==> src/rtl/monitor_pkg.sv <==
// Shared types and helpers for the reduction latency monitor: reduction modes,
// expected-value computation and saturating arithmetic.
package monitor_pkg;

    typedef enum logic [1:0] {
        RED_ORAND = 2'd0,
        RED_OR    = 2'd1,
        RED_AND   = 2'd2,
        RED_XOR   = 2'd3
    } reduce_mode_e;

    localparam int MAX_LATENCY = 15;
    localparam int MAX_W       = 64;

    // Bits outside mask are neutral: forced 0 for OR/XOR and 1 for AND.
    function automatic logic reduce_expected(input reduce_mode_e mode,
                                             input logic [MAX_W-1:0] vec,
                                             input logic [MAX_W-1:0] mask);
        logic red_or;
        logic red_and;
        logic red_xor;
        red_or  = |(vec & mask);
        red_and = &(vec | ~mask);
        red_xor = ^(vec & mask);
        case (mode)
            RED_ORAND: return red_or & red_and;
            RED_OR:    return red_or;
            RED_AND:   return red_and;
            RED_XOR:   return red_xor;
            default:   return 1'b0;
        endcase
    endfunction

    function automatic logic [31:0] sat_inc(input logic [31:0] val,
                                            input logic [31:0] max);
        return (val >= max) ? val : val + 32'd1;
    endfunction

endpackage

==> src/rtl/mon_delay_line.sv <==
// LATENCY-deep shift register carrying {valid, expected} with synchronous clear;
// degenerates to a wire when LATENCY is 0.
module mon_delay_line #(
    parameter int LATENCY = 1,
    parameter int DW      = 3
) (
    input  logic          CLK,
    input  logic          RESET,
    input  logic [DW-1:0] i_d,
    output logic [DW-1:0] o_d
);

    generate
        if (LATENCY == 0) begin : g_wire
            logic w_unused;
            assign w_unused = CLK ^ RESET;
            assign o_d      = i_d;
        end else begin : g_pipe
            logic [DW-1:0] r_stage [LATENCY];

            always_ff @(posedge CLK) begin
                if (RESET) begin
                    for (int i = 0; i < LATENCY; i++) r_stage[i] <= '0;
                end else begin
                    r_stage[0] <= i_d;
                    for (int i = 1; i < LATENCY; i++) r_stage[i] <= r_stage[i-1];
                end
            end

            assign o_d = r_stage[LATENCY-1];
        end
    endgenerate

endmodule

==> src/rtl/reduce_latency_monitor.sv <==
// Bindable checker: predicts each channel's reduction, delays it by the DUT
// latency and compares against the DUT output, keeping counters and first-failure info.
module reduce_latency_monitor
    import monitor_pkg::*;
#(
    parameter int WIDTH     = 4,
    parameter int CHANNELS  = 2,
    parameter int LATENCY   = 1,
    parameter int MODE      = 0,
    parameter int CNT_W     = 16,
    parameter int ASSERT_EN = 1,
    localparam int CH_W     = (CHANNELS > 1) ? $clog2(CHANNELS) : 1
) (
    input  logic                      CLK,
    input  logic                      RESET,
    input  logic                      valid,
    input  logic [CHANNELS*WIDTH-1:0] in1,
    input  logic [CHANNELS-1:0]       out,
    input  logic                      check_en,
    output logic                      armed,
    output logic                      err_sticky,
    output logic [CNT_W-1:0]          err_count,
    output logic [CNT_W-1:0]          check_count,
    output logic [CH_W-1:0]           first_err_chan,
    output logic [CNT_W-1:0]          first_err_cycle
);

    localparam reduce_mode_e     RED_MODE = reduce_mode_e'(2'(MODE));
    localparam logic [MAX_W-1:0] W_MASK   = ~({MAX_W{1'b1}} << WIDTH);
    localparam logic [31:0]      CNT_MAX  = 32'((64'd1 << CNT_W) - 64'd1);
    localparam logic [4:0]       LAT_U    = 5'(LATENCY);

    logic [CHANNELS-1:0] w_exp;
    logic [CHANNELS:0]   w_dl_out;
    logic                w_dv;
    logic [CHANNELS-1:0] w_de;
    logic                w_do_cmp;
    logic [CHANNELS-1:0] w_mis;
    logic                w_any;
    logic [CH_W-1:0]     w_first_chan;

    logic [CNT_W-1:0]    r_cycle;
    logic [4:0]          r_arm_cnt;
    logic                r_armed;
    logic                r_sticky;
    logic [CNT_W-1:0]    r_err;
    logic [CNT_W-1:0]    r_chk;
    logic [CH_W-1:0]     r_fchan;
    logic [CNT_W-1:0]    r_fcyc;

    always_comb begin
        w_exp = '0;
        for (int c = 0; c < CHANNELS; c++) begin
            w_exp[c] = reduce_expected(RED_MODE, MAX_W'(in1[c*WIDTH +: WIDTH]), W_MASK);
        end
    end

    mon_delay_line #(
        .LATENCY (LATENCY),
        .DW      (CHANNELS + 1)
    ) u_delay (
        .CLK   (CLK),
        .RESET (RESET),
        .i_d   ({valid, w_exp}),
        .o_d   (w_dl_out)
    );

    assign w_dv     = w_dl_out[CHANNELS];
    assign w_de     = w_dl_out[CHANNELS-1:0];
    assign w_do_cmp = w_dv & check_en;

    // Case inequality so that X/Z on the DUT output is treated as a failure.
    always_comb begin
        w_mis = '0;
        for (int c = 0; c < CHANNELS; c++) w_mis[c] = (out[c] !== w_de[c]);
    end

    assign w_any = |w_mis;

    always_comb begin
        w_first_chan = '0;
        for (int c = CHANNELS - 1; c >= 0; c--) begin
            if (w_mis[c]) w_first_chan = CH_W'(c);
        end
    end

    always_ff @(posedge CLK) begin
        if (RESET) begin
            r_cycle   <= '0;
            r_arm_cnt <= '0;
            r_armed   <= 1'(LATENCY == 0);
            r_sticky  <= 1'b0;
            r_err     <= '0;
            r_chk     <= '0;
            r_fchan   <= '0;
            r_fcyc    <= '0;
        end else begin
            r_cycle <= CNT_W'(sat_inc(32'(r_cycle), CNT_MAX));
            if (r_arm_cnt < LAT_U) r_arm_cnt <= r_arm_cnt + 5'd1;
            r_armed <= r_armed | (r_arm_cnt + 5'd1 >= LAT_U);
            if (w_do_cmp) begin
                r_chk <= CNT_W'(sat_inc(32'(r_chk), CNT_MAX));
                if (w_any) begin
                    r_err    <= CNT_W'(sat_inc(32'(r_err), CNT_MAX));
                    r_sticky <= 1'b1;
                    if (!r_sticky) begin
                        r_fchan <= w_first_chan;
                        r_fcyc  <= r_cycle;
                    end
                end
            end
        end
    end

    assign armed           = r_armed;
    assign err_sticky      = r_sticky;
    assign err_count       = r_err;
    assign check_count     = r_chk;
    assign first_err_chan  = r_fchan;
    assign first_err_cycle = r_fcyc;

    generate
        if (ASSERT_EN != 0) begin : g_assert
            always_ff @(posedge CLK) begin
                if (!RESET && w_do_cmp) begin
                    assert (!w_any)
                    else $error("reduce_latency_monitor: exp=%b out=%b cycle=%0d", w_de, out, r_cycle);
                end
            end
        end
    endgenerate

endmodule

==> config.mk <==
export PLATFORM = sky130hd
export DESIGN_NAME = reduce_latency_monitor
export DESIGN_NICKNAME = d
export VERILOG_FILES = /design/src/rtl/monitor_pkg.sv /design/src/rtl/mon_delay_line.sv /design/src/rtl/reduce_latency_monitor.sv
export SDC_FILE = /design/constraint.sdc
export NUM_CORES = 1
export LEC_CHECK = 0
export CAP_MARGIN = 40
export CORE_ASPECT_RATIO = 0.6
export CORE_UTILIZATION = 25
export DETAILED_ROUTE_END_ITERATION = 6
export DONT_BUFFER_PORTS = 1
export PLACE_DENSITY_LB_ADDON = 0.25
export SLEW_MARGIN = 5
export SYNTH_ARGS = -nofsm -noshare
export SYNTH_HDL_FRONTEND = slang
export SYNTH_SLANG_ARGS = --single-unit
export TNS_END_PERCENT = 20
==> constraint.sdc <==
create_clock -name CLK -period 2.29 [get_ports CLK]
set_input_delay 0.229 -clock CLK [delete_from_list [all_inputs] [get_ports CLK]]
set_output_delay 0.229 -clock CLK [all_outputs]
set_load 0.02 [all_outputs]
==> results.toml, run 1 <==
[timing]
hold_viol = 0
worstMarginPinSlew_ns = 0.532
fin_tns_setup_ns = 0
max_freq_mhz = 480
rsz0062_at_grt = "false"
relSlewSlack_pct = 64.3
setup_viol = 0
skew_ns = 0.00497
fin_crit_sh_pct = 91.0
fin_crit_ns = 2.09
slew_viol_final = 0

[pwr]
ir_drop_v = 0.000282
p_leak_nw = 1.43
seqPwrFrac_pct = 44.4
power_density_nw_per_um2 = 733
p_int_w = 0.00238
power_switching_share_pct = 21.6
finalPower_w = 0.00304
combPwrFrac_pct = 4.1
p_sw_w = 0.000658
clockPowerShare_pct = 51.5

[global_route]
antenna_found_initial = 0
track_usage_pct = 13.7
grt_pass1_wl_um = 15400
grt_remaining_overflow = 0
grt_max_degree = 57
first_global_vias = 2857

[placed_design]
gp_congestion = 0.828
hpwl_um = 6520
portBuffers = 0
place_area_um2 = 3790

[critical_path]
worstSetupPathType = "flip-flop to flip-flop"
start_kind = "flip-flop"
cp_num_buf_inv = 0
cp_data_arrival_time_ns = 2.31
cp_max_fo = 7
worstPathCellList = "and4_1, or3b_1, nor4_1, mux2_1"
endpoint_kind = "flip-flop"
required_ns = 2.51
cpPeakStageDelay_ns = 0.54
crit_family = "simple AND/OR/NAND/NOR gates"
critPathSlowestCell = "dfxtp_1"

[clock_tree]
cts_max_path_buffers = 2
post-cts-setup-buffer-count = 0
numCtsBuffers = 9
clock_sinks = 75
clkTransAtPathRegs_ns = 0.06
cts_max_level = 3
insertion_delay_ns = 0.33
tritoncts = "built"
cts_root_buffer = "clkbuf_16"

[yosys]
syn-num-nets = 425
ys_types = 49
yosysSeqAreaShare_pct = 43.1
synth-seq-cells = 75
synth.avg_cell_area_um2 = 8.58
synth_top_area_share_pct = 43.1
synth_edf_count = 0
synth_ff_type = "dfxtp_1"
async_flop_share_pct = 0
synthesis.area_um2 = 3480
yosys.area.top_type = "dfxtp_1"
yosysWarnings = 0
synth_area_leaders = "dfxtp_1 43%, a21oi_1 7.0%, mux2_1 3.9%"
syn_inst = 406
yosysMostFrequentCell = "dfxtp_1"
synth_common_cells = "75 x dfxtp_1, 49 x a21oi_1, 31 x nor2_1"

[floorplan]
core_um2 = 13200
die_area_um2 = 14400
ios = 65
die_y_um = 93.5
rows = 32
start_util_pct = 26.4
fp.dieW_um = 154

[layout]
drive_gt1_share_pct = 11.5
fin_area_um2 = 4150
synthToLayoutAreaGrowth_pct = 19.0
antenna_cells = 0
nets = 440

[drt]
wl_per_cell_um = 15.9
dr.max_layer_used = "met4"
met2_length_um = 3780
drt_iter0_drc = 167
drt-vias-per-instance = 5.21
wl_um = 9470
post-route-drc-count = 0
vias = 3108
ant_nets = 0
drt_pass1_iterations = 4
drt-met1-wl_um = 4790
wl_met3_um = 778

[job]
drv_cap = 0

[status]
status = "finished, final reports clean"

[min_path]
min_path_type = "primary input to flip-flop"
==> flip-flops by register name (all words and copies together), names as in the netlist <==
signal	count
r_cycle	16
check_count	16
r_arm_cnt	5
err_sticky	1
first_err_cycle	16
first_err_chan	1
armed	1
err_count	16
u_delay.g_pipe.r_stage	3
==> final timing paths <==
kind / start / slack [ns] / to / depth (start not counted)
hold reg to reg: r_cycle[11] / 0.49 / r_cycle[11] / 1
setup / recovery: err_count[2] / 0.20 / err_count[15] / 4
setup reg to reg: err_count[2] / 0.20 / err_count[15] / 4
hold / removal: in1[1] / 0.03 / u_delay.g_pipe.r_stage[0][0] / 2
==> metal layers <==
metal	track usage, %	vias up
met5	0	-
li1	-	1541
met4	4.29	0
met2	18.9	67
met1	18.6	1487
met3	6.44	13
==> cells by family (layout without fill, tap and decap cells) <==
logic type,Yosys count,after routing,share of synthesized area [%]
xor gates and xnor gates,5,5,1.26
DFF,75,75,43.1
and+or+nand+nor,169,169,27.8
muxes,16,16,5.10
buffers and inverters,30,50,3.38
AOI/OAI and AO/OA,106,106,17.6
adders and majority gates,5,5,1.80
==> metrics by stage <==
stage	utilization (%)	std cells	setup slack [ns]	hold WS [ns]
2_1_floorplan	-	406	0.276	0.357
3_5_place_dp	28.7	579	0.237	0.309
3_3_place_gp	28.6	578	0.315	0.307
5_1_grt	31.4	596	0.112	0.0204
4_1_cts	31.4	596	0.221	0.0134
6_report	31.4	596	0.205	0.0258
==> layout make-up <==
class	count	area, um2
Multi-Input combinational cell	301	1870
Timing Repair Buffer	24	200
Sequential cell	75	1500
Clock buffer	12	256
Inverter	10	37.5
Tap cell	170	213
Clock inverter	4	72.6
Fill cell	1380	9070
==> power groups by stage <==
stage	sequential, W	combinational, W	clock [W]
after floorplan	0.00138	0.0000914	0
after global placement	0.00138	0.0000998	0
after detailed placement	0.00138	0.000104	0
after CTS	0.00135	0.000127	0.00162
after global routing	0.00135	0.000142	0.00168
final	0.00135	0.000125	0.00157
==> repair_timing <==
action                    4_1_cts  5_1_grt
resized for setup               0        0
hold buffers                    1        0
hold endpoints to repair       56        0
==> cell usage in the layout (no fill, tap or decap), types with 7 or more instances in the layout <==
cell,netlist,routed
o31ai_1,9,9
nand2_1,28,28
nor2b_1,18,18
o21ai_0,7,7
dfxtp_1,75,75
buf_4,0,23
inv_1,10,10
nor3_1,11,11
nand4_1,14,14
nand3_1,17,17
nor4_1,8,8
clkbuf_16,0,9
o21ai_1,20,20
or4_1,11,11
nor2_1,31,31
mux2_1,12,12
a21oi_1,49,49
Power figures use the tool's default switching activity.
==> run 2: changes to the inputs <==
--- a/config.mk
+++ b/config.mk
@@ -6,7 +6,10 @@
 export NUM_CORES = 1
 export LEC_CHECK = 0
 export CAP_MARGIN = 40
+export CELL_PAD_IN_SITES_DETAIL_PLACEMENT = 0
+export CELL_PAD_IN_SITES_GLOBAL_PLACEMENT = 1
 export CORE_ASPECT_RATIO = 0.6
+export CORE_MARGIN = 2
 export CORE_UTILIZATION = 25
 export DETAILED_ROUTE_END_ITERATION = 6
 export DONT_BUFFER_PORTS = 1
==> constraint.sdc (replaced) <==
create_clock -name CLK -period 1.9 [get_ports CLK]
set_input_delay 0.19 -clock CLK [delete_from_list [all_inputs] [get_ports CLK]]
set_output_delay 0.19 -clock CLK [all_outputs]
set_load 0.02 [all_outputs]
==> run 2 against run 1 <==
Net effect:
- worst setup slack lost 0.039 ns
- utilization up 1.2 points
- non-clock buffer count rose by 45
- first-iteration DRC count rose by 4.2%
- wire length rose by 5.4%
- combinational power rose by 41%
- register-to-register slack lost 0.04 ns
- clock-buffer cell count grew 1
- sequential share of layout area shrank 2.4 points
==> results.toml, run 2 (synthesis results as in run 1) <==
[critical_path]
cp_max_fo = 6
endpoint_kind = "flip-flop"
cp_data_arrival_time_ns = 1.96
r2r_cells = 4
required_ns = 2.13
r2r_slack_ns = 0.17
worstSetupPathType = "flip-flop to flip-flop"
worstReg2RegEnd = "err_count[11]"
start_kind = "flip-flop"
rr_startpoint = "err_count[1]"

[drt]
wl_met3_um = 811
post-route-drc-count = 0
drt_iter0_drc = 174
wl_per_cell_um = 15.5
vias = 3212
met2_length_um = 3910
drt-vias-per-instance = 4.97
wl_um = 9980
dr.max_layer_used = "met4"
drt-met1-wl_um = 5160
ant_nets = 0
drt_pass1_iterations = 4

[clock_tree]
clock_sinks = 75
cts_max_level = 3
insertion_delay_ns = 0.34
tritoncts = "built"
clkTransAtPathRegs_ns = 0.06
cts_max_path_buffers = 2
cts_root_buffer = "clkbuf_16"
numCtsBuffers = 9

[floorplan]
start_util_pct = 25.6
die_y_um = 95.5
rows = 33
fp.dieW_um = 156
die_area_um2 = 14900
core_um2 = 13600
ios = 65

[timing]
max_freq_mhz = 577
fin_tns_setup_ns = 0
skew_ns = 0.00898
worstMarginPinSlew_ns = 0.472
fin_crit_ns = 1.73
setup_viol = 0
hold_viol = 0
worst_slack_ns = 0.166
relSlewSlack_pct = 68.3
rsz0062_at_grt = "false"
fin_crit_sh_pct = 91.3
slew_viol_final = 0

[layout]
finalNonFillerCells = 646
final_cell_mix = "75 x dfxtp_1, 63 x buf_4, 49 x a21oi_1"
drive_gt1_share_pct = 18.7
final_common_cell = "dfxtp_1"
multi_input_area_um2 = 1870
nets = 485
synthToLayoutAreaGrowth_pct = 27.4
antenna_cells = 0
regArea_um2 = 1500
n_fill_cell = 1461
fin_util_pct = 32.6

[placed_design]
post-place-cells = 624
place_ws_ns = 0.110
gp_congestion = 0.742
portBuffers = 0
hpwl_um = 6970

[global_route]
grt_max_degree = 57
track_usage_pct = 14.1
grt_pass1_wl_um = 16200
grt_remaining_overflow = 0
first_global_vias = 3064
antenna_found_initial = 0

[min_path]
hold_end = "check_count[7]"
min_path_type = "primary input to flip-flop"
hp-start = "RESET"
hold_depth = 2

[job]
drv_cap = 0

[pwr]
power_density_nw_per_um2 = 753
p_leak_nw = 1.62
ir_drop_v = 0.000361

[status]
status = "finished, final reports clean"
[run 2: how the worst max path moves through the flow]
stage / from / endpoint / cells past startpoint
3_3_place_gp: err_count[3] / err_count[15] / 4
2_1_floorplan: err_count[0] / err_count[10] / 5
3_5_place_dp: err_count[1] / err_count[15] / 4
5_1_grt: check_count[0] / check_count[6] / 6
4_1_cts: err_count[1] / err_count[15] / 4
6_report: err_count[1] / err_count[11] / 4
[run 2: timing repair]
| item | in CTS | in global routing |
|---|---|---|
| hold buffers | 6 | 0 |
| resized for setup | 0 | 2 |
| setup buffers | 0 | 0 |
| endpoints found under the setup margin | 0 | 2 |
| hold endpoints to repair | 56 | 0 |
[run 2: through the flow]
stage                     hold WS (ns)  power, W  cell area (um2)
final                           0.0730   0.00334             4440
after global routing            0.0744   0.00350             4440
after CTS                       0.0581   0.00340             4430
after detailed placement         0.271   0.00180             4100
after global placement           0.271   0.00180             4100
after floorplan                  0.318   0.00177             3480
[run 2: area by class of cell]
| type | count | area share (%) |
|---|---|---|
| sequential | 75 | 33.8 |
| inverter | 10 | 0.846 |
| clock buffer | 13 | 5.41 |
| clock inverter | 3 | 0.338 |
| timing repair buffer | 69 | 12.4 |
| tap | 175 | 4.93 |
| multi-input combinational | 301 | 42.2 |
[run 2: where the power goes]
| group | internal [W] | total (W) | switching [W] |
|---|---|---|---|
| clock | 0.000880 | 0.00154 | 0.000662 |
| sequential | 0.00160 | 0.00162 | 0.0000261 |
| combinational | 0.0000710 | 0.000176 | 0.000105 |
[run 2: routing by layer]
layer | vias to the layer above | track usage, %
met5 | - | 0
met4 | 0 | 3.98
met3 | 11 | 5.91
met2 | 67 | 19.1
li1 | 1633 | -
met1 | 1501 | 20.0
[run 2: critical path: stages (launching register included)]
cell and delay (ns):
dfxtp_1 0.35, and4_1 0.22, or3b_1 0.46, nor4_1 0.25, mux2_1 0.35
==> run 3: changes to the inputs <==
--- a/config.mk
+++ b/config.mk
@@ -5,6 +5,7 @@
 export SDC_FILE = /design/constraint.sdc
 export NUM_CORES = 1
 export LEC_CHECK = 0
+export ABC_AREA = 1
 export CAP_MARGIN = 40
 export CELL_PAD_IN_SITES_DETAIL_PLACEMENT = 0
 export CELL_PAD_IN_SITES_GLOBAL_PLACEMENT = 1
==> run 3 against run 2 <==
Net effect:
- clock-buffer cell count down 4
- area after synthesis up 8.8%
- power grew 14%
- die area increased by 8.5%
- worst setup slack lost 0.039 ns
- cell count increased by 25%
- sequential share of layout area fell by 1.3 points
- largest cell class unchanged
==> results.toml, run 3 <==
[timing]
setup_viol = 0
fin_crit_sh_pct = 93.3
hold_viol = 0
fin_crit_ns = 1.77
max_freq_mhz = 564
slew_viol_final = 0
skew_ns = 0.0116
relSlewSlack_pct = 57.7
worstMarginPinSlew_ns = 0.629
hold_ws_ns = 0.0283

[critical_path]
cp_max_fo = 7
rr_startpoint = "r_cycle[13]"
cpPeakStageDelay_ns = 0.54
worstPathCellList = "inv_1, nor3_1, nand3_1, nor2_4, nand2_1, a21oi_1"
start_kind = "flip-flop"
required_ns = 2.18
endpoint_kind = "flip-flop"
r2r_cells = 6
worstReg2RegEnd = "r_cycle[0]"
cp_data_arrival_time_ns = 2.05
critPathSlowestCell = "nor3_1"
r2r_slack_ns = 0.13
worstSetupPathType = "flip-flop to flip-flop"

[status]
status = "finished, final reports clean"

[placed_design]
hpwl_um = 8340
portBuffers = 0
post-place-cells = 787
gp_congestion = 0.809

[pwr]
p_int_w = 0.00279
ir_drop_v = 0.000369
p_sw_w = 0.00103
power_density_nw_per_um2 = 825
clockPowerShare_pct = 48.1
seqPwrFrac_pct = 44.4
p_leak_nw = 1.83
power_switching_share_pct = 26.9
combPwrFrac_pct = 7.5

[layout]
drive_gt1_share_pct = 13.8
final_cell_mix = "151 x nand2_1, 109 x nor2_1, 74 x dfxtp_1"
final_common_cell = "nand2_1"
antenna_cells = 0
finalNonFillerCells = 806
synthToLayoutAreaGrowth_pct = 21.9
nets = 622

[job]
drv_cap = 0

[drt]
drt_iter0_drc = 164
wl_per_cell_um = 13.7
drt-vias-per-instance = 4.45
ant_nets = 0
drt_pass1_iterations = 4
vias = 3589
post-route-drc-count = 0
wl_um = 11100

[yosys]
synthesis.area_um2 = 3790
synth_area_leaders = "dfxtp_1 40%, nand2_1 15%, nor2_1 11%"
synth_ff_type = "dfxtp_1"
synth-seq-cells = 75
synth_common_cells = "151 x nand2_1, 109 x nor2_1, 75 x dfxtp_1"
async_flop_share_pct = 0
synth.avg_cell_area_um2 = 6.75
synth_top_area_share_pct = 39.6
syn-num-nets = 581
syn_inst = 562
synth_edf_count = 0
yosysSeqAreaShare_pct = 39.6
yosysWarnings = 0
yosys.area.top_type = "dfxtp_1"
yosysMostFrequentCell = "nand2_1"
ys_types = 39

[floorplan]
die_y_um = 99.4
rows = 34
ios = 65
start_util_pct = 25.9
core_um2 = 14600
fp.dieW_um = 163
die_area_um2 = 16200

[clock_tree]
cts_root_buffer = "clkbuf_16"
cts_max_level = 3
cts_max_path_buffers = 2
clock_sinks = 75
tritoncts = "built"
insertion_delay_ns = 0.34
numCtsBuffers = 9
clkTransAtPathRegs_ns = 0.07

[global_route]
track_usage_pct = 14.3
grt_max_degree = 40
antenna_found_initial = 0
grt_remaining_overflow = 0
first_global_vias = 3310
grt_pass1_wl_um = 18000

[min_path]
hold_depth = 2
hold_end = "u_delay.g_pipe.r_stage[0][1]"
min_path_type = "primary input to flip-flop"
hp-start = "in1[5]"
==> run 3: cell count changes after synthesis, moves of 9 or more <==
| cell | change |
|---|---|
| a21oi_1 | -23 |
| inv_1 | +42 |
| mux2_1 | -12 |
| nand2_1 | +123 |
| nand3_1 | +18 |
| nor2_1 | +78 |
| nor2b_1 | -18 |
| o21ai_0 | +13 |
| o21ai_1 | -13 |
| o31ai_1 | -9 |
| or4_1 | -11 |
==> run 3: metal layers <==
layer	global-route usage, %	vias to the layer above	routed length [um]
met5	0	-	0
met4	3.68	0	98
met3	4.21	7	694
met2	18.0	84	3940
met1	22.7	1624	6330
li1	-	1874	-
==> run 3: layout make-up <==
| class | instances | area, um2 |
|---|---|---|
| clock buffer | 9 | 225 |
| clock inverter | 7 | 87.6 |
| fill | 1641 | 10000 |
| inverter | 57 | 220 |
| multi-input combinational | 418 | 2010 |
| sequential | 75 | 1500 |
| tap | 198 | 248 |
| timing repair buffer | 42 | 330 |
==> run 3: stage by stage <==
step	utilization [%]	instance area [um2]	setup WS, ns	power [W]	TNS [ns]
2_1_floorplan	-	3790	0.235	0.00194	0
3_3_place_gp	29.1	4250	0.232	0.00199	0
3_5_place_dp	29.1	4250	0.137	0.00200	0
4_1_cts	31.4	4600	0.120	0.00389	0
5_1_grt	31.6	4620	-0.00324	0.00400	-0.00324
6_report	31.6	4620	0.127	0.00381	0
==> run 3: worst max path at each step <==
| stage | end | cells past startpoint | from | slack (ns) |
|---|---|---|---|---|
| after global routing | r_cycle[1] | 6 | r_cycle[13] | -0.003 |
| final | r_cycle[0] | 6 | r_cycle[13] | 0.13 |
| after global placement | r_cycle[15] | 7 | r_cycle[0] | 0.23 |
| after CTS | r_cycle[14] | 7 | r_cycle[0] | 0.12 |
| after floorplan | err_count[14] | 10 | err_count[0] | 0.24 |
| after detailed placement | r_cycle[14] | 7 | r_cycle[0] | 0.14 |
==> run 3: worst max-delay path, delay by kind of cell (launching register included) <==
family                 cells  cell delay (ns)
flip-flops                 1             0.36
AO/OA/AOI/OAI              1             0.14
AND/OR/NAND/NOR            4             1.11
buffers and inverters      1             0.10
==> run 3: cells by family (layout without fill, tap and decap cells) <==
logic type,Yosys count,in the layout,share of synthesized area [%]
adder cells (fa/ha/maj),5,5,1.65
AND/OR/NAND/NOR,336,336,38.3
buffers and inverters,69,115,7.85
AO/OA/AOI/OAI,62,62,8.98
flip-flops,75,75,39.6
XOR/XNOR,15,15,3.66
==> run 3: what timing repair did <==
| action | 4_1_cts | 5_1_grt |
|---|---|---|
| gates resized for setup | 0 | 3 |
| setup buffers | 0 | 1 |
| hold endpoints to repair | 39 | 0 |
| endpoints found under the setup margin | 0 | 8 |
| hold buffers | 2 | 0 |
==> run 3: power by group through the flow <==
stage	clock network [W]	registers [W]	logic, W
floorplan	0	0.00173	0.000205
global placement	0	0.00173	0.000259
detailed placement	0	0.00173	0.000265
CTS	0.00190	0.00170	0.000288
global route	0.00196	0.00170	0.000332
finish	0.00183	0.00169	0.000286
